$ cat config.mk
export PLATFORM = sky130hd
export DESIGN_NAME = apb_gpio_slave_flat
export DESIGN_NICKNAME = d
export VERILOG_FILES = /design/src/rtl/apb_gpio_pkg.sv /design/src/rtl/apb_gpio_slave_if.sv /design/src/rtl/apb_gpio_slave_gpio_in_sync.sv /design/src/rtl/apb_gpio_slave.sv /design/src/flat_wrapper.sv
export SDC_FILE = /design/constraint.sdc
export NUM_CORES = 1
export LEC_CHECK = 0
export ABC_AREA = 1
export BUFFER_PORTS_ARGS = -buffer_cell sky130_fd_sc_hd__buf_2
export CORE_MARGIN = 8
export CORE_UTILIZATION = 46
export CTS_CLUSTER_DIAMETER = 60
export DETAILED_ROUTE_END_ITERATION = 12
export PLACE_DENSITY = 0.85
export SLEW_MARGIN = 20
export SYNTH_ARGS = -nofsm -noshare
export SYNTH_HDL_FRONTEND = slang
export SYNTH_SLANG_ARGS = --single-unit
$ cat constraint.sdc
create_clock -name clk_i -period 1.7 [get_ports clk_i]
set_clock_uncertainty 0.05 [all_clocks]
set_input_delay 0.17 -clock clk_i [delete_from_list [all_inputs] [get_ports clk_i]]
set_output_delay 0.17 -clock clk_i [all_outputs]
set_load 0.01 [all_outputs]
$ cat src/rtl/apb_gpio_pkg.sv
`timescale 1ns/1ps
// ---------------------------------------------------------------------------
// apb_gpio_pkg
// Shared definitions for the APB GPIO slave: bus widths, register byte
// offsets and their word indices, the APB transfer FSM state encoding and
// the wait-state ceiling.
// ---------------------------------------------------------------------------
package apb_gpio_pkg;

  localparam int APB_ADDR_W = 8;
  localparam int APB_DATA_W = 32;

  // Register byte offsets
  localparam logic [7:0] REG_DATA_OUT = 8'h00;
  localparam logic [7:0] REG_DATA_IN  = 8'h04;
  localparam logic [7:0] REG_DIR      = 8'h08;
  localparam logic [7:0] REG_INT_EN   = 8'h0C;
  localparam logic [7:0] REG_INT_EDGE = 8'h10;
  localparam logic [7:0] REG_INT_STAT = 8'h14;

  // Word indices (byte offset with the two byte-lane bits dropped)
  localparam logic [5:0] IDX_DATA_OUT = REG_DATA_OUT[7:2];
  localparam logic [5:0] IDX_DATA_IN  = REG_DATA_IN[7:2];
  localparam logic [5:0] IDX_DIR      = REG_DIR[7:2];
  localparam logic [5:0] IDX_INT_EN   = REG_INT_EN[7:2];
  localparam logic [5:0] IDX_INT_EDGE = REG_INT_EDGE[7:2];
  localparam logic [5:0] IDX_INT_STAT = REG_INT_STAT[7:2];

  localparam int MAX_WAIT = 3;
  localparam int CNT_W    = 2;

  typedef enum logic [1:0] {
    ST_IDLE   = 2'd0,
    ST_SETUP  = 2'd1,
    ST_ACCESS = 2'd2
  } apb_state_e;

endpackage

$ cat src/rtl/apb_gpio_slave_if.sv
`timescale 1ns/1ps
// ---------------------------------------------------------------------------
// apb_gpio_slave_if
// APB3 signal bundle between the bridge (master) and the GPIO slave.
//   psel, penable, pwrite, paddr, pwdata : master -> slave
//   prdata, pready, pslverr              : slave  -> master
// Clock and reset are kept outside the bundle as plain ports.
// ---------------------------------------------------------------------------
interface apb_gpio_slave_if;
  import apb_gpio_pkg::*;

  logic                  psel;
  logic                  penable;
  logic                  pwrite;
  logic [APB_ADDR_W-1:0] paddr;
  logic [APB_DATA_W-1:0] pwdata;
  logic [APB_DATA_W-1:0] prdata;
  logic                  pready;
  logic                  pslverr;

  modport master (
    output psel, penable, pwrite, paddr, pwdata,
    input  prdata, pready, pslverr
  );

  modport slave (
    input  psel, penable, pwrite, paddr, pwdata,
    output prdata, pready, pslverr
  );

endinterface

$ cat src/rtl/apb_gpio_slave_gpio_in_sync.sv
`timescale 1ns/1ps
// ---------------------------------------------------------------------------
// gpio_in_sync
// Two-flop synchroniser for the asynchronous GPIO pads, followed by a
// one-cycle history stage so rising edges can be detected in the clock
// domain.
//   clk_i      : clock
//   rst_ni     : asynchronous active-low reset
//   asyncIn_i  : raw pad inputs
//   sync_o     : synchronised inputs (two flops after the pad)
//   rise_o     : high for one cycle when a synchronised bit goes 0 -> 1
// ---------------------------------------------------------------------------
module gpio_in_sync #(
  parameter int WIDTH = 8
) (
  input  logic             clk_i,
  input  logic             rst_ni,
  input  logic [WIDTH-1:0] asyncIn_i,
  output logic [WIDTH-1:0] sync_o,
  output logic [WIDTH-1:0] rise_o
);

  logic [WIDTH-1:0] meta_q;
  logic [WIDTH-1:0] sync_q;
  logic [WIDTH-1:0] prev_q;

  always_ff @(posedge clk_i or negedge rst_ni) begin
    if (!rst_ni) begin
      meta_q <= '0;
      sync_q <= '0;
      prev_q <= '0;
    end else begin
      meta_q <= asyncIn_i;
      sync_q <= meta_q;
      prev_q <= sync_q;
    end
  end

  assign sync_o = sync_q;
  assign rise_o = sync_q & ~prev_q;

endmodule

$ cat src/rtl/apb_gpio_slave.sv
`timescale 1ns/1ps
// ---------------------------------------------------------------------------
// apb_gpio_slave
// APB3 slave exposing an IO_NUM-bit GPIO port with per-bit direction,
// synchronised inputs and per-bit edge/level interrupts.
//   clk_i      : sole clock (PCLK)
//   rst_ni     : asynchronous active-low reset (PRESETN)
//   apb        : APB3 slave modport (PSEL/PENABLE/PWRITE/PADDR/PWDATA in,
//                PRDATA/PREADY/PSLVERR out)
//   gpioIn_i   : asynchronous pad inputs
//   gpioOut_o  : output data (DATA_OUT register)
//   gpioOe_o   : output enable, 1 = drive (DIR register)
//   int_o      : OR of the interrupt status bits
// Register map (byte offsets): 0x00 DATA_OUT, 0x04 DATA_IN (RO), 0x08 DIR,
// 0x0C INT_EN, 0x10 INT_EDGE (1 = rising edge, 0 = level high),
// 0x14 INT_STAT (write 1 to clear).
// ---------------------------------------------------------------------------
module apb_gpio_slave
  import apb_gpio_pkg::*;
#(
  parameter int IO_NUM      = 8,
  parameter int WAIT_STATES = 0
) (
  input  logic              clk_i,
  input  logic              rst_ni,
  apb_gpio_slave_if.slave   apb,
  input  logic [IO_NUM-1:0] gpioIn_i,
  output logic [IO_NUM-1:0] gpioOut_o,
  output logic [IO_NUM-1:0] gpioOe_o,
  output logic              int_o
);

  // Out-of-range settings are clamped rather than wrapping the counter
  localparam logic [CNT_W-1:0] WAIT_LOAD =
    (WAIT_STATES > MAX_WAIT) ? CNT_W'(MAX_WAIT) : CNT_W'(WAIT_STATES);

  apb_state_e       state_q, state_d;
  logic [CNT_W-1:0] waitCnt_q, waitCnt_d;

  logic [IO_NUM-1:0] dataOut_q, dataOut_d;
  logic [IO_NUM-1:0] dir_q, dir_d;
  logic [IO_NUM-1:0] intEn_q, intEn_d;
  logic [IO_NUM-1:0] intEdge_q, intEdge_d;
  logic [IO_NUM-1:0] intStat_q, intStat_d;

  logic [IO_NUM-1:0] syncIn;
  logic [IO_NUM-1:0] riseIn;
  logic [IO_NUM-1:0] intEvent;
  logic [IO_NUM-1:0] w1cMask;
  logic [IO_NUM-1:0] wrData;

  logic [5:0]            regIdx;
  logic                  accessErr;
  logic                  readyInt;
  logic                  wrCommit;
  logic [APB_DATA_W-1:0] readData;
  logic                  unusedBits;

  gpio_in_sync #(
    .WIDTH (IO_NUM)
  ) u_sync (
    .clk_i     (clk_i),
    .rst_ni    (rst_ni),
    .asyncIn_i (gpioIn_i),
    .sync_o    (syncIn),
    .rise_o    (riseIn)
  );

  assign regIdx     = apb.paddr[7:2];
  assign wrData     = apb.pwdata[IO_NUM-1:0];
  assign unusedBits = ^{apb.paddr[1:0], apb.pwdata};

  // Unmapped offsets and writes to the read-only input register are errored
  assign accessErr = (regIdx > IDX_INT_STAT) ||
                     (apb.pwrite && (regIdx == IDX_DATA_IN));

  // FSM state register
  always_ff @(posedge clk_i or negedge rst_ni) begin
    if (!rst_ni) begin
      state_q   <= ST_IDLE;
      waitCnt_q <= '0;
    end else begin
      state_q   <= state_d;
      waitCnt_q <= waitCnt_d;
    end
  end

  // FSM next state. IDLE observes the setup phase; SETUP is the first
  // access-phase cycle after the counter load and ACCESS covers any further
  // wait cycles. A completed transfer returns to IDLE, which picks up a
  // back-to-back setup phase on the following cycle. A setup phase seen
  // mid-transfer restarts the counter.
  always_comb begin
    state_d   = state_q;
    waitCnt_d = waitCnt_q;
    case (state_q)
      ST_IDLE: begin
        if (apb.psel && !apb.penable) begin
          state_d   = ST_SETUP;
          waitCnt_d = WAIT_LOAD;
        end
      end
      ST_SETUP, ST_ACCESS: begin
        if (!apb.psel) begin
          state_d = ST_IDLE;
        end else if (!apb.penable) begin
          state_d   = ST_SETUP;
          waitCnt_d = WAIT_LOAD;
        end else if (waitCnt_q == '0) begin
          state_d = ST_IDLE;
        end else begin
          state_d   = ST_ACCESS;
          waitCnt_d = waitCnt_q - 1'b1;
        end
      end
      default: state_d = ST_IDLE;
    endcase
  end

  // FSM outputs: everything on the response side is zero except in the
  // single completing cycle.
  always_comb begin
    readyInt    = (state_q != ST_IDLE) && apb.psel && apb.penable &&
                  (waitCnt_q == '0);
    wrCommit    = readyInt && apb.pwrite && !accessErr;
    apb.pready  = readyInt;
    apb.pslverr = readyInt && accessErr;
    apb.prdata  = (readyInt && !apb.pwrite && !accessErr) ? readData : '0;
  end

  always_comb begin
    readData = '0;
    case (regIdx)
      IDX_DATA_OUT: readData = APB_DATA_W'(dataOut_q);
      IDX_DATA_IN:  readData = APB_DATA_W'(syncIn);
      IDX_DIR:      readData = APB_DATA_W'(dir_q);
      IDX_INT_EN:   readData = APB_DATA_W'(intEn_q);
      IDX_INT_EDGE: readData = APB_DATA_W'(intEdge_q);
      IDX_INT_STAT: readData = APB_DATA_W'(intStat_q);
      default:      readData = '0;
    endcase
  end

  assign intEvent = intEn_q & ((intEdge_q & riseIn) | (~intEdge_q & syncIn));

  // Register next state. In INT_STAT a new event wins over a clear of the
  // same bit in the same cycle, so an edge is never lost.
  always_comb begin
    dataOut_d = dataOut_q;
    dir_d     = dir_q;
    intEn_d   = intEn_q;
    intEdge_d = intEdge_q;
    w1cMask   = '0;
    if (wrCommit) begin
      case (regIdx)
        IDX_DATA_OUT: dataOut_d = wrData;
        IDX_DIR:      dir_d     = wrData;
        IDX_INT_EN:   intEn_d   = wrData;
        IDX_INT_EDGE: intEdge_d = wrData;
        IDX_INT_STAT: w1cMask   = wrData;
        default:      w1cMask   = '0;
      endcase
    end
    intStat_d = (intStat_q & ~w1cMask) | intEvent;
  end

  always_ff @(posedge clk_i or negedge rst_ni) begin
    if (!rst_ni) begin
      dataOut_q <= '0;
      dir_q     <= '0;
      intEn_q   <= '0;
      intEdge_q <= '0;
      intStat_q <= '0;
    end else begin
      dataOut_q <= dataOut_d;
      dir_q     <= dir_d;
      intEn_q   <= intEn_d;
      intEdge_q <= intEdge_d;
      intStat_q <= intStat_d;
    end
  end

  assign gpioOut_o = dataOut_q;
  assign gpioOe_o  = dir_q;
  assign int_o     = |intStat_q;

endmodule

$ cat src/flat_wrapper.sv
// flat-port wrapper written by rule: the top's interface ports become plain ports
module apb_gpio_slave_flat import apb_gpio_pkg::*;
#(
  parameter int IO_NUM      = 8,
  parameter int WAIT_STATES = 0
)
  (clk_i, rst_ni, gpioIn_i, gpioOut_o, gpioOe_o, int_o, apb_psel, apb_penable, apb_pwrite, apb_paddr, apb_pwdata, apb_prdata, apb_pready, apb_pslverr);
  apb_gpio_slave_if apb_i ();
  input  logic clk_i;
  input  logic rst_ni;
  input  logic [IO_NUM-1:0] gpioIn_i;
  output logic [IO_NUM-1:0] gpioOut_o;
  output logic [IO_NUM-1:0] gpioOe_o;
  output logic int_o;
  input wire logic [$bits(apb_i.psel)-1:0] apb_psel;
  input wire logic [$bits(apb_i.penable)-1:0] apb_penable;
  input wire logic [$bits(apb_i.pwrite)-1:0] apb_pwrite;
  input wire logic [$bits(apb_i.paddr)-1:0] apb_paddr;
  input wire logic [$bits(apb_i.pwdata)-1:0] apb_pwdata;
  output wire logic [$bits(apb_i.prdata)-1:0] apb_prdata;
  output wire logic [$bits(apb_i.pready)-1:0] apb_pready;
  output wire logic [$bits(apb_i.pslverr)-1:0] apb_pslverr;
  assign apb_i.psel = apb_psel;
  assign apb_i.penable = apb_penable;
  assign apb_i.pwrite = apb_pwrite;
  assign apb_i.paddr = apb_paddr;
  assign apb_i.pwdata = apb_pwdata;
  assign apb_prdata = apb_i.prdata;
  assign apb_pready = apb_i.pready;
  assign apb_pslverr = apb_i.pslverr;
  apb_gpio_slave #(.IO_NUM(IO_NUM), .WAIT_STATES(WAIT_STATES)) u_core (.clk_i(clk_i), .rst_ni(rst_ni), .apb(apb_i), .gpioIn_i(gpioIn_i), .gpioOut_o(gpioOut_o), .gpioOe_o(gpioOe_o), .int_o(int_o));
endmodule
After elaboration in Yosys (flattened, before gate mapping)
Cells that the tools add are included.
{"block": "word_totals", "word_cells": 72, "memories": 0, "latch_bits": 0, "mem_bits_ro": 0, "ram_bits": 0, "reg_bits": 68, "output_inout_bits": 51}
{"block": "classes", "shifts": 0, "div_mod_pow": 0, "eq_ne": 10, "n_addsub": 1, "muxes": 14, "bitwise_logic": 10, "n_lt_le_gt_ge": 1, "n_reduce_logical": 26, "multipliers": 0}
{"cell": "one-hot mux 8 bit (6 select lines)", "count": 1}
{"cell": "bitwise AND 8 bit", "count": 5}
{"cell": "2-to-1 mux 8 bit", "count": 3}
{"cell": "NOT 8 bit", "count": 3}
{"cell": "2-to-1 mux 2 bit", "count": 8}
{"cell": "bitwise OR 8 bit", "count": 2}
{"cell": "== test 6 x 2 -> 1 bit, second input constant", "count": 2}
{"cell": "== test 6 x 3 -> 1 bit, second input constant", "count": 2}
{"cell": "logical AND 1 bit", "count": 10}
{"cell": "one-hot mux 2 bit (2 select lines)", "count": 2}
{"cell": "AND reduction 2 bit", "count": 4}
{"cell": "OR reduction 8 bit", "count": 1}
{"cell": "== test 6 x 1 -> 1 bit, second input constant", "count": 1}
{"cell": "> comparator 6 x 3 -> 1 bit, second input constant", "count": 1}
{"cell": "logical NOT 6 bit", "count": 1}
{"cell": "logical NOT 2 bit", "count": 2}
{"cell": "AND reduction 4 bit", "count": 1}
{"cell": "nonzero test 2 bit", "count": 2}
{"cell": "logical NOT 1 bit", "count": 3}
{"cell": "!= test 3 bit, second input constant", "count": 1}
{"cell": "== test 2 x 1 -> 1 bit, second input constant", "count": 1}
{"cell": "== test 2 bit, second input constant", "count": 1}
{"cell": "!= test 2 x 1 -> 1 bit, second input constant", "count": 1}
{"cell": "!= test 2 bit, second input constant", "count": 1}
{"cell": "3 further kinds", "count": 3}

Longest topological paths before layout
Gate-level depths: netlist of the first run.
{"block": "depth", "word_depth": 10, "ltp_mapped": 9}

Hierarchy
From an unflattened synthesis of the first run, not the netlist that was laid out.
{"block": "hier_totals", "hier_cells": 441, "hier_area_um2": 3508.4}
{"module": "apb_gpio_slave", "cells_per_inst": 401, "instances": 1, "area_each_um2": 2827.7}
{"module": "gpio_in_sync", "cells_per_inst": 40, "instances": 1, "area_each_um2": 680.7}

Worst setup path after synthesis of the first run
OpenSTA, ideal clock, no wires.
{"block": "synth_timing", "path_kind": "register -> register", "from": "register u_core.state_q[0]", "to": "register u_core.dir_q[0], in the netlist u_core.gpioOe_o[0]", "path_buffers": 1, "setup_slack_ns": 0.016, "path_stages_with_launch": 10, "setup_ns": 0.117, "t_required_ns": 1.533, "arrival_ns": 1.517, "cell_sequence": "dfrtp_1 > inv_1 > ha_1 > inv_1 > nand4_1 > nor2_2 > buf_2 > nand4_2 > nand2_1 > nand2_1"}
{"block": "synth_via", "elab_chain_len": 7}
{"item": "start, declared", "line_no": "apb_gpio_slave.sv:37", "text": "apb_state_e state_q, state_d;"}
{"item": "start signal, assigned", "line_no": "apb_gpio_slave.sv:83", "text": "state_q <= state_d;"}
{"item": "nonzero test 2 bit", "line_no": "apb_gpio_slave.sv:123", "text": "readyInt = (state_q != ST_IDLE) && apb.psel && apb.penable &&"}
{"item": "logical AND 1 bit (3 in series)", "line_no": "apb_gpio_slave.sv:123"}
{"item": "logical AND 1 bit (2 in series)", "line_no": "apb_gpio_slave.sv:125", "text": "wrCommit = readyInt && apb.pwrite && !accessErr;"}
{"item": "AND reduction 2 bit (no source line)"}
{"item": "end signal, assigned", "line_no": "apb_gpio_slave.sv:176", "text": "dir_q <= dir_d;"}
{"item": "end, declared", "line_no": "apb_gpio_slave.sv:41", "text": "logic [IO_NUM-1:0] dir_q, dir_d;"}
Every way passes these cells.
A chain may end at the register's enable or synchronous reset.

Worst setup path after layout of the first run
{"block": "layout_timing", "from": "register u_core.state_q[1]", "to": "output port apb_prdata[3]"}
{"block": "layout_via", "elab_chain_len": 7}
{"item": "nonzero test 2 bit", "line_no": "apb_gpio_slave.sv:123"}
{"item": "logical AND 1 bit (3 in series)", "line_no": "apb_gpio_slave.sv:123"}
{"item": "logical AND 1 bit (2 in series)", "line_no": "apb_gpio_slave.sv:128", "text": "apb.prdata = (readyInt && !apb.pwrite && !accessErr) ? readData : '0;"}
{"item": "2-to-1 mux 8 bit", "line_no": "apb_gpio_slave.sv:128"}
{"item": "end, declared", "line_no": "flat_wrapper.sv:20", "text": "output wire logic [$bits(apb_i.prdata)-1:0] apb_prdata;"}
Every way passes these cells.

==> impl_metrics.toml, run 1 <==
[status]
status = "complete, but fails checks"
violations = "setup timing"

[pwr]
leakagePower_uw = 0.00229
power_uw = 3300
p_per_area_mw_per_mm2 = 756
peakVddDrop_uv = 466

[floorplanning]
rows = 31
die_area_mm2 = 0.0102
initial_core_util_pct = 46.6
die_w_um = 101
core-area_mm2 = 0.00714
die-height_um = 101
io_pins = 104

[sta]
fin_crit_sh_pct = 117
hold_viol_final = 0
rsz0062_at_grt = "true"
fin_crit_ps = 1990
tightestPinTransition_ps = 587
layout_setup_ws_ps = -287
setup_viol = 46
fmax_ghz = 0.503
slew_viol_final = 0
setup_tns_ps = -7210
slew_headroom_pct = 60.8

[route]
first_iter_violations = 228
wire_per_inst_um = 15.2
ant_nets = 0
drt-total-wl_um = 9520
drc = 0
vias_per_cell = 5.01
via_count = 3148
drtPass1Iterations = 5

[placement]
dp_slack_ps = -205
dp_cells = 587
hpwl_um = 6430
dpl-instance-area_mm2 = 0.00386
io_buffers = 53
gp_congestion = 0.892

[clocking]
cts_root_buf = "clkbuf_8"
cts_tree = "built"
h-tree-depth = 3
path_clk_slew_ps = 80
clk_latency_ps = 350
numCtsBuffers = 9
clk_path_buf_depth = 2
cts.sinks = 68

[critical_path]
critPathSlowestCell = "dfrtp_1"
crit_path_start_kind = "register"
reg2reg_from = "u_core.state_q[1]"
cp-startpoint = "u_core.state_q[1]"
cp_cell_sequence = "inv_2 > ha_4 > inv_2 > nand4_1 > inv_2 > nand3_4 > a21oi_2 > buf_2"
arrival_ps = 1770
worst_path_most_repeated_cell = "inv_2"
crit_fanout = 8
end_kind = "output pin"
slowest_delay_ps = 380
required_ps = 1480
path_class = "register to output pin"

[layout]
design_area_mm2 = 0.00437
layout-drive-gt1-share_pct = 28.0
diodes = 0
syn_to_final_growth_pct = 31.2
fin_nets = 580
stdcell_count = 628

[synth]
yosys.area.top_type = "dfrtp_1"
ys_seq_area_share_pct = 51.1
ys_ff_latch = 68
synthFlopType = "dfrtp_1"
yosysTopAreaCellShare_pct = 51.1
post_synth_num_cell_types = 25
async_flop_share_pct = 100
synth_edf_count = 0
synth.area.top_cells = "dfrtp_1 51%, nand2_1 21%, buf_4 5.4%"
synth_commonest_cells = "190 x nand2_1, 68 x dfrtp_1, 26 x inv_1, 25 x nor2_1, 24 x buf_4"
syn_area_mm2 = 0.00333
synth.most_common_cell = "nand2_1"
netlist_instances = 414
ys_warn_count = 0
syn_area_per_cell_um2 = 8.04

[hold_path]
hp-class = "primary input to register"
hold_start = "apb_pwdata[7]"

[grt]
grt_usage_pct = 19.3
grt_pass1_wl_um = 15200
antenna_found_initial = 0
overflow = 0
grt_max_degree = 25
grt_pass1_vias = 3241

[run]
drv_cap = 0
## final timing paths
path	end	slack [ps]	depth (start not counted)
hold / removal	u_core.intEdge_q[7]	30	3
setup / recovery	apb_prdata[3]	-290	8
max in group asynchronous	u_core.gpioOut_o[6]	750	3
min in group asynchronous	u_core.gpioOe_o[4]	310	2
setup reg to reg	u_core.intEdge_q[3]	-190	11
hold reg to reg	u_core.u_sync.sync_o[7]	300	0
## worst max-delay path, delay by kind of cell, from the launching register on
family	cells	cell delay [ps]
compound gates	1	190
simple gates	2	310
buf+inv	4	370
flops	1	380
fa+ha+maj	1	160
## cell families after synthesis
group,synth area share [%]
other,0.113
AND/OR/NAND/NOR,36.1
AO/OA/AOI/OAI,2.37
flip-flops,51.1
buffers and inverters,9.21
adder cells (fa/ha/maj),1.13
## final cells by class
| class | instances | area [µm²] |
|---|---|---|
| Clock buffer | 9 | 124 |
| Clock inverter | 7 | 66.3 |
| Fill cell | 591 | 2770 |
| Inverter | 28 | 105 |
| Multi-Input combinational cell | 314 | 1470 |
| Sequential cell | 68 | 1700 |
| Tap cell | 99 | 124 |
| Timing Repair Buffer | 103 | 774 |
## metrics by stage
stage	hold WS [ps]	util, %
3_3_place_gp	140	54.2
5_1_grt	35.0	61.2
4_1_cts	18.1	60.0
3_5_place_dp	151	54.2
6_report	25.7	61.2
2_1_floorplan	-176	-
## where the power goes
group | leakage (µW) | total [µW] | switching (µW) | internal (µW)
clock network | 0.0000992 | 1290 | 623 | 671
logic | 0.00134 | 335 | 194 | 141
registers | 0.000851 | 1670 | 19.9 | 1650
total | 0.00229 | 3300 | 837 | 2470
## flip-flops by register name (all words and copies together) (netlist names)
name / flops
u_core.gpioOe_o: 8
u_core.gpioOut_o: 8
u_core.intEdge_q: 8
u_core.intEn_q: 8
u_core.intStat_q: 8
u_core.state_q: 2
u_core.u_sync.meta_q: 8
u_core.u_sync.prev_q: 8
u_core.u_sync.sync_o: 8
u_core.waitCnt_q: 2
## cell usage in the layout, fill, tap and decap left out, types with 2 or more instances in the layout
cell and count:
inv_1 22, nor4_1 2, clkbuf_8 9, and2_1 3, conb_1 24, buf_2 52, nor2_2 7, and2_0 5
nand4_1 13, nand4_2 2, dfrtp_1 68, inv_2 6, nand2_1 187, o21ai_0 4, a21oi_2 9, nand2_2 4
nor2_1 25, buf_6 9, nor2_4 4, nand3_4 2, dlygate4sd3_1 9, nand3_1 16, buf_4 27, buf_12 6
clkinv_2 4
## what timing repair did
item / 4_1_cts / 5_1_grt
buffers inserted: 12 / 4
resized for setup: 12 / 17
endpoints found under the setup margin: 43 / 49
hold buffers: 9 / 0
pin swaps: 6 / 16
endpoints found under the hold margin: 28 / 0
## metal layers
layer  track usage [%]  wire [µm]  up-vias
li1                  -          -     1467
met1              23.1       3750     1472
met2              30.3       4500      181
met3              5.52        995       28
met4              11.2        275        0
met5                 0          0        -
Power figures use the tool's default switching activity.
==> run 2: changes to the inputs <==
CORE_MARGIN = 3   (was 8)
RECOVER_POWER = 100   (was not set)
==> run 2 against run 1 <==
The run still ends with setup timing left. Combinational power shrank 7.2%. Highest routed layer unchanged. Global-route usage grew 2.8 points. Routed wire length shrank 6.0%. Largest cell class unchanged. Critical endpoint is now apb_prdata[4]. Fmax shrank 2.3%. Count of clock-buffer cells in the layout grew 3. Sequential power is essentially flat. Non-clock buffer count shrank 4. Setup slack lost 46 ps.
==> impl_metrics.toml, run 2 (same netlist as run 1, synthesis figures left out) <==
[pwr]
pwr-share-seq_pct = 46.0
p_sw_share_pct = 22.1
clkPwrFrac_pct = 45.5
peakVddDrop_uv = 672
p_comb_share_pct = 8.6
switching_power_uw = 804
p_int_uw = 2830
p_per_area_mw_per_mm2 = 841
leakagePower_uw = 0.00220

[run]
drv_cap = 0

[critical_path]
path_class = "register to output pin"
end_kind = "output pin"
arrival_ps = 1810
required_ps = 1480
r2r_slack_ps = -300
cp-startpoint = "u_core.waitCnt_q[0]"
crit_path_start_kind = "register"
reg2reg_from = "u_core.waitCnt_q[0]"
crit_fanout = 8

[grt]
overflow = 0
grt_max_degree = 69
grt_usage_pct = 22.1
grt_pass1_wl_um = 14200
antenna_found_initial = 0
grt_pass1_vias = 3005

[floorplanning]
die_area_mm2 = 0.00829
io_pins = 104
die_w_um = 91.1
rows = 30
initial_core_util_pct = 48.2
die-height_um = 91.1
core-area_mm2 = 0.00691

[sta]
slew_headroom_pct = 40.2
tightestPinTransition_ps = 896
layout_setup_ws_ps = -332
fin_crit_sh_pct = 120
slew_viol_final = 0
setup_viol = 49
hold_viol_final = 0
rsz0062_at_grt = "true"
fmax_ghz = 0.492
whs_ps = 32.2
fin_crit_ps = 2030

[route]
drt-total-wl_um = 8950
ant_nets = 0
vias_per_cell = 5.05
wire_per_inst_um = 14.4
drc = 0
via_count = 3137
drtPass1Iterations = 6
first_iter_violations = 267

[clocking]
clk_path_buf_depth = 2
cts_root_buf = "clkbuf_8"
clk_latency_ps = 360
path_clk_slew_ps = 80
numCtsBuffers = 9
cts_tree = "built"
cts.sinks = 68
h-tree-depth = 3

[hold_path]
hold_start = "apb_pwdata[2]"
hp-class = "primary input to register"

[placement]
gp_congestion = 0.907
hpwl_um = 5980
io_buffers = 53
dpl-instance-area_mm2 = 0.00381

[layout]
final_util_pct = 62.6
final_common_cell = "nand2_1"
num-fill-cells = 583
syn_to_final_growth_pct = 29.9
final_cell_mix = "187 x nand2_1, 68 x dfrtp_1, 35 x buf_2"
fin_nets = 576
diodes = 0
design_area_mm2 = 0.00432
layout-drive-gt1-share_pct = 24.2

[status]
violations = "setup timing"
status = "complete, but fails checks"
## run 2: timing repair
action	in CTS	in global routing
resized for setup	18	8
setup endpoints to repair	48	50
hold endpoints to repair	76	0
pin swaps	8	10
hold buffers	9	0
cloned	0	0
setup buffers	8	4
## run 2: through the flow
step                std cells  TNS (ps)  setup WS [ps]  total power, µW
floorplan                 437         0           16.1             1850
global placement          584     -1370          -79.2             1940
detailed placement        584     -6570           -219             1950
CTS                       617     -9590           -309             3650
global route              621    -15690           -398             3790
finish                    621    -11360           -332             3640
## run 2: worst max-delay path: stages (launching register included)
cell and delay (ps):
dfrtp_1 390, inv_2 50, ha_2 160, nand4_1 190, inv_2 140, nand3_4 180
a21oi_2 180, buf_2 150
## run 2: path summary, 6_finish.rpt
kind | to | cells after the start
setup / recovery | apb_prdata[4] | 7
hold / removal | u_core.intEn_q[2] | 3
setup reg to reg | u_core.gpioOut_o[6] | 11
hold reg to reg | u_core.u_sync.sync_o[7] | 0
max in group asynchronous | u_core.intEdge_q[6] | 3
min in group asynchronous | u_core.u_sync.meta_q[5] | 3
## run 2: final cells by class
| cell class | count | area, µm² | area share (%) |
|---|---|---|---|
| clock inverter | 4 | 95.1 | 2.20 |
| tap | 96 | 120 | 2.78 |
| multi-input combinational | 314 | 1480 | 34.1 |
| sequential | 68 | 1700 | 39.4 |
| timing repair buffer | 99 | 672 | 15.5 |
| inverter | 28 | 105 | 2.43 |
| clock buffer | 12 | 155 | 3.59 |
## run 2: power groups by stage
stage	Combinational, µW	Sequential [µW]	Clock (µW)
final	311	1670	1650
after global routing	346	1680	1770
after CTS	304	1670	1670
after detailed placement	246	1700	0
after global placement	236	1700	0
after floorplan	153	1700	0
## run 2: layer usage
layer | up-vias | global-route usage, % | routed length, µm
met5 | - | 0 | 0
met4 | 0 | 10.7 | 272
met3 | 34 | 5.47 | 780
met2 | 171 | 36.0 | 4290
met1 | 1473 | 27.5 | 3610
li1 | 1459 | - | -
==> run 3: changes to the inputs <==
CELL_PAD_IN_SITES_DETAIL_PLACEMENT = 0   (was not set)
CELL_PAD_IN_SITES_GLOBAL_PLACEMENT = 1   (was not set)
CORE_UTILIZATION = 33   (was 46)
==> run 3 against run 2 <==
The run still ends with setup timing left. Clock power is 18% lower. Die area grew 37%. Sequential power barely moved. Non-clock buffer count is 5 higher. Hold slack lost 6.9 ps. Global-route usage is 5.8 points lower. Cell count grew 6.8%.
==> impl_metrics.toml, run 3 (same netlist as run 1, synthesis figures left out) <==
[status]
status = "complete, but fails checks"
violations = "setup timing"

[clocking]
clk_path_buf_depth = 2
h-tree-depth = 3
cts_tree = "built"
clk_latency_ps = 350
path_clk_slew_ps = 80
cts_root_buf = "clkbuf_8"
numCtsBuffers = 9
cts.sinks = 68

[grt]
grt_pass1_wl_um = 14300
grt_use_met3_pct = 3.58
grt_util_met2_pct = 24.8
grt_pass1_vias = 2811
use_met1_pct = 23.3
overflow = 0
grt_usage_pct = 16.4
grt_busiest_layer = "met2"
grt_max_degree = 69
antenna_found_initial = 0

[layout]
diodes = 0
final_cell_mix = "190 x nand2_1, 68 x dfrtp_1, 34 x buf_2"
syn_to_final_growth_pct = 32.5
layout-drive-gt1-share_pct = 24.3
stdcell_count = 663
final_common_cell = "nand2_1"
fin_nets = 581

[placement]
dp_cells = 629
gp_congestion = 0.868
io_buffers = 53
hpwl_um = 6150

[sta]
setup_viol = 48
hold_viol_final = 0
slew_viol_final = 0
fin_crit_ps = 1940
tightestPinTransition_ps = 925
fin_crit_sh_pct = 114
rsz0062_at_grt = "true"
setup_tns_ps = -7990
slew_headroom_pct = 38.3
layout_setup_ws_ps = -241
fmax_ghz = 0.515

[floorplanning]
die_w_um = 106
die-height_um = 106
rows = 36
core-area_mm2 = 0.00977
initial_core_util_pct = 34.1
die_area_mm2 = 0.0113
io_pins = 104

[critical_path]
crit_buf_inv = 5
worst_path_most_repeated_cell = "inv_2"
required_ps = 1480
crit_fanout = 8
critPathSlowestCell = "dfrtp_1"
cp_cell_sequence = "inv_2 > ha_4 > inv_2 > nand4_1 > inv_2 > nand3_2 > buf_12 > a21oi_2 > buf_2"
arrival_ps = 1720
path_class = "register to output pin"
end_kind = "output pin"
critPathTopFamily = "buffers and inverters"
slowest_delay_ps = 380
crit_path_start_kind = "register"

[pwr]
p_comb_share_pct = 9.4
peakVddDrop_uv = 535
p_sw_share_pct = 26.0
switching_power_uw = 867
p_int_uw = 2470
clkPwrFrac_pct = 40.4
pwr-share-seq_pct = 50.2
power_uw = 3330
p_per_area_mw_per_mm2 = 756
leakagePower_uw = 0.00222

[route]
via_count = 2952
wire_per_inst_um = 13.4
ant_nets = 0
drc = 0
drtPass1Iterations = 5
first_iter_violations = 260
vias_per_cell = 4.45
drt-total-wl_um = 8910

[run]
drv_cap = 0

[hold_path]
hp-class = "primary input to register"
[run 3: changes by cell type in the layout (fill, tap and decap cells not counted), sizes merged]
cell	delta
bufinv	-2
clkinv	+2
inv	+1
clkinvlp	+2
clkbuf	-6
buf	+8
[run 3: cell type report]
cell class                      instances  area (µm²)
Clock inverter                          7        76.3
Tap cell                              133         166
Inverter                               28         105
Timing Repair Buffer                  104         762
Sequential cell                        68        1700
Fill cell                             976        5360
Clock buffer                            9         124
Multi-Input combinational cell        314        1480
[run 3: final timing paths]
kind,start,endpoint,slack [ps],cells after the start
worst min-delay path,apb_pwdata[7],u_core.intEn_q[7],30,3
worst min register to register,u_core.u_sync.meta_q[1],u_core.u_sync.sync_o[1],290,0
min in group asynchronous,rst_ni,u_core.u_sync.meta_q[5],540,3
worst max-delay path,u_core.state_q[0],apb_prdata[6],-240,9
worst max register to register,u_core.state_q[0],u_core.intEdge_q[4],-180,12
max in group asynchronous,rst_ni,u_core.u_sync.prev_q[3],450,3
[run 3: through the flow]
stage	hold WS, ps	instance area [µm²]	worst slack, ps	utilization (%)
6_report	25.2	4410	-241	45.1
3_3_place_gp	167	3960	-80.5	40.5
3_5_place_dp	169	3960	-128	40.5
4_1_cts	15.9	4370	-245	44.8
2_1_floorplan	-176	3410	16.1	-
5_1_grt	27.0	4410	-385	45.1
[run 3: power by group through the flow]
| stage | Combinational [µW] | Sequential [µW] | Clock (µW) |
|---|---|---|---|
| after floorplan | 153 | 1700 | 0 |
| after global placement | 247 | 1700 | 0 |
| after detailed placement | 253 | 1700 | 0 |
| after CTS | 301 | 1670 | 1390 |
| after global routing | 351 | 1670 | 1450 |
| final | 313 | 1670 | 1350 |
[run 3: what timing repair did]
item / 4_1_cts / 5_1_grt
pin swaps: 5 / 14
resized for setup: 21 / 8
hold endpoints to repair: 76 / 0
setup buffers: 6 / 4
hold buffers: 9 / 0
endpoints found under the setup margin: 42 / 50
[run 3: layer usage]
layer,up-vias,wire length [µm],share of wire [%]
li1,1470,-,-
met1,1367,4010,45
met2,106,4120,46
met3,9,652,7.3
met4,0,124,1.4
met5,-,0,0
[run 3: tightest hold or removal path, stage by stage]
cell     delay (ps)
buf_2           130
nand2_1          50
nand2_1          40
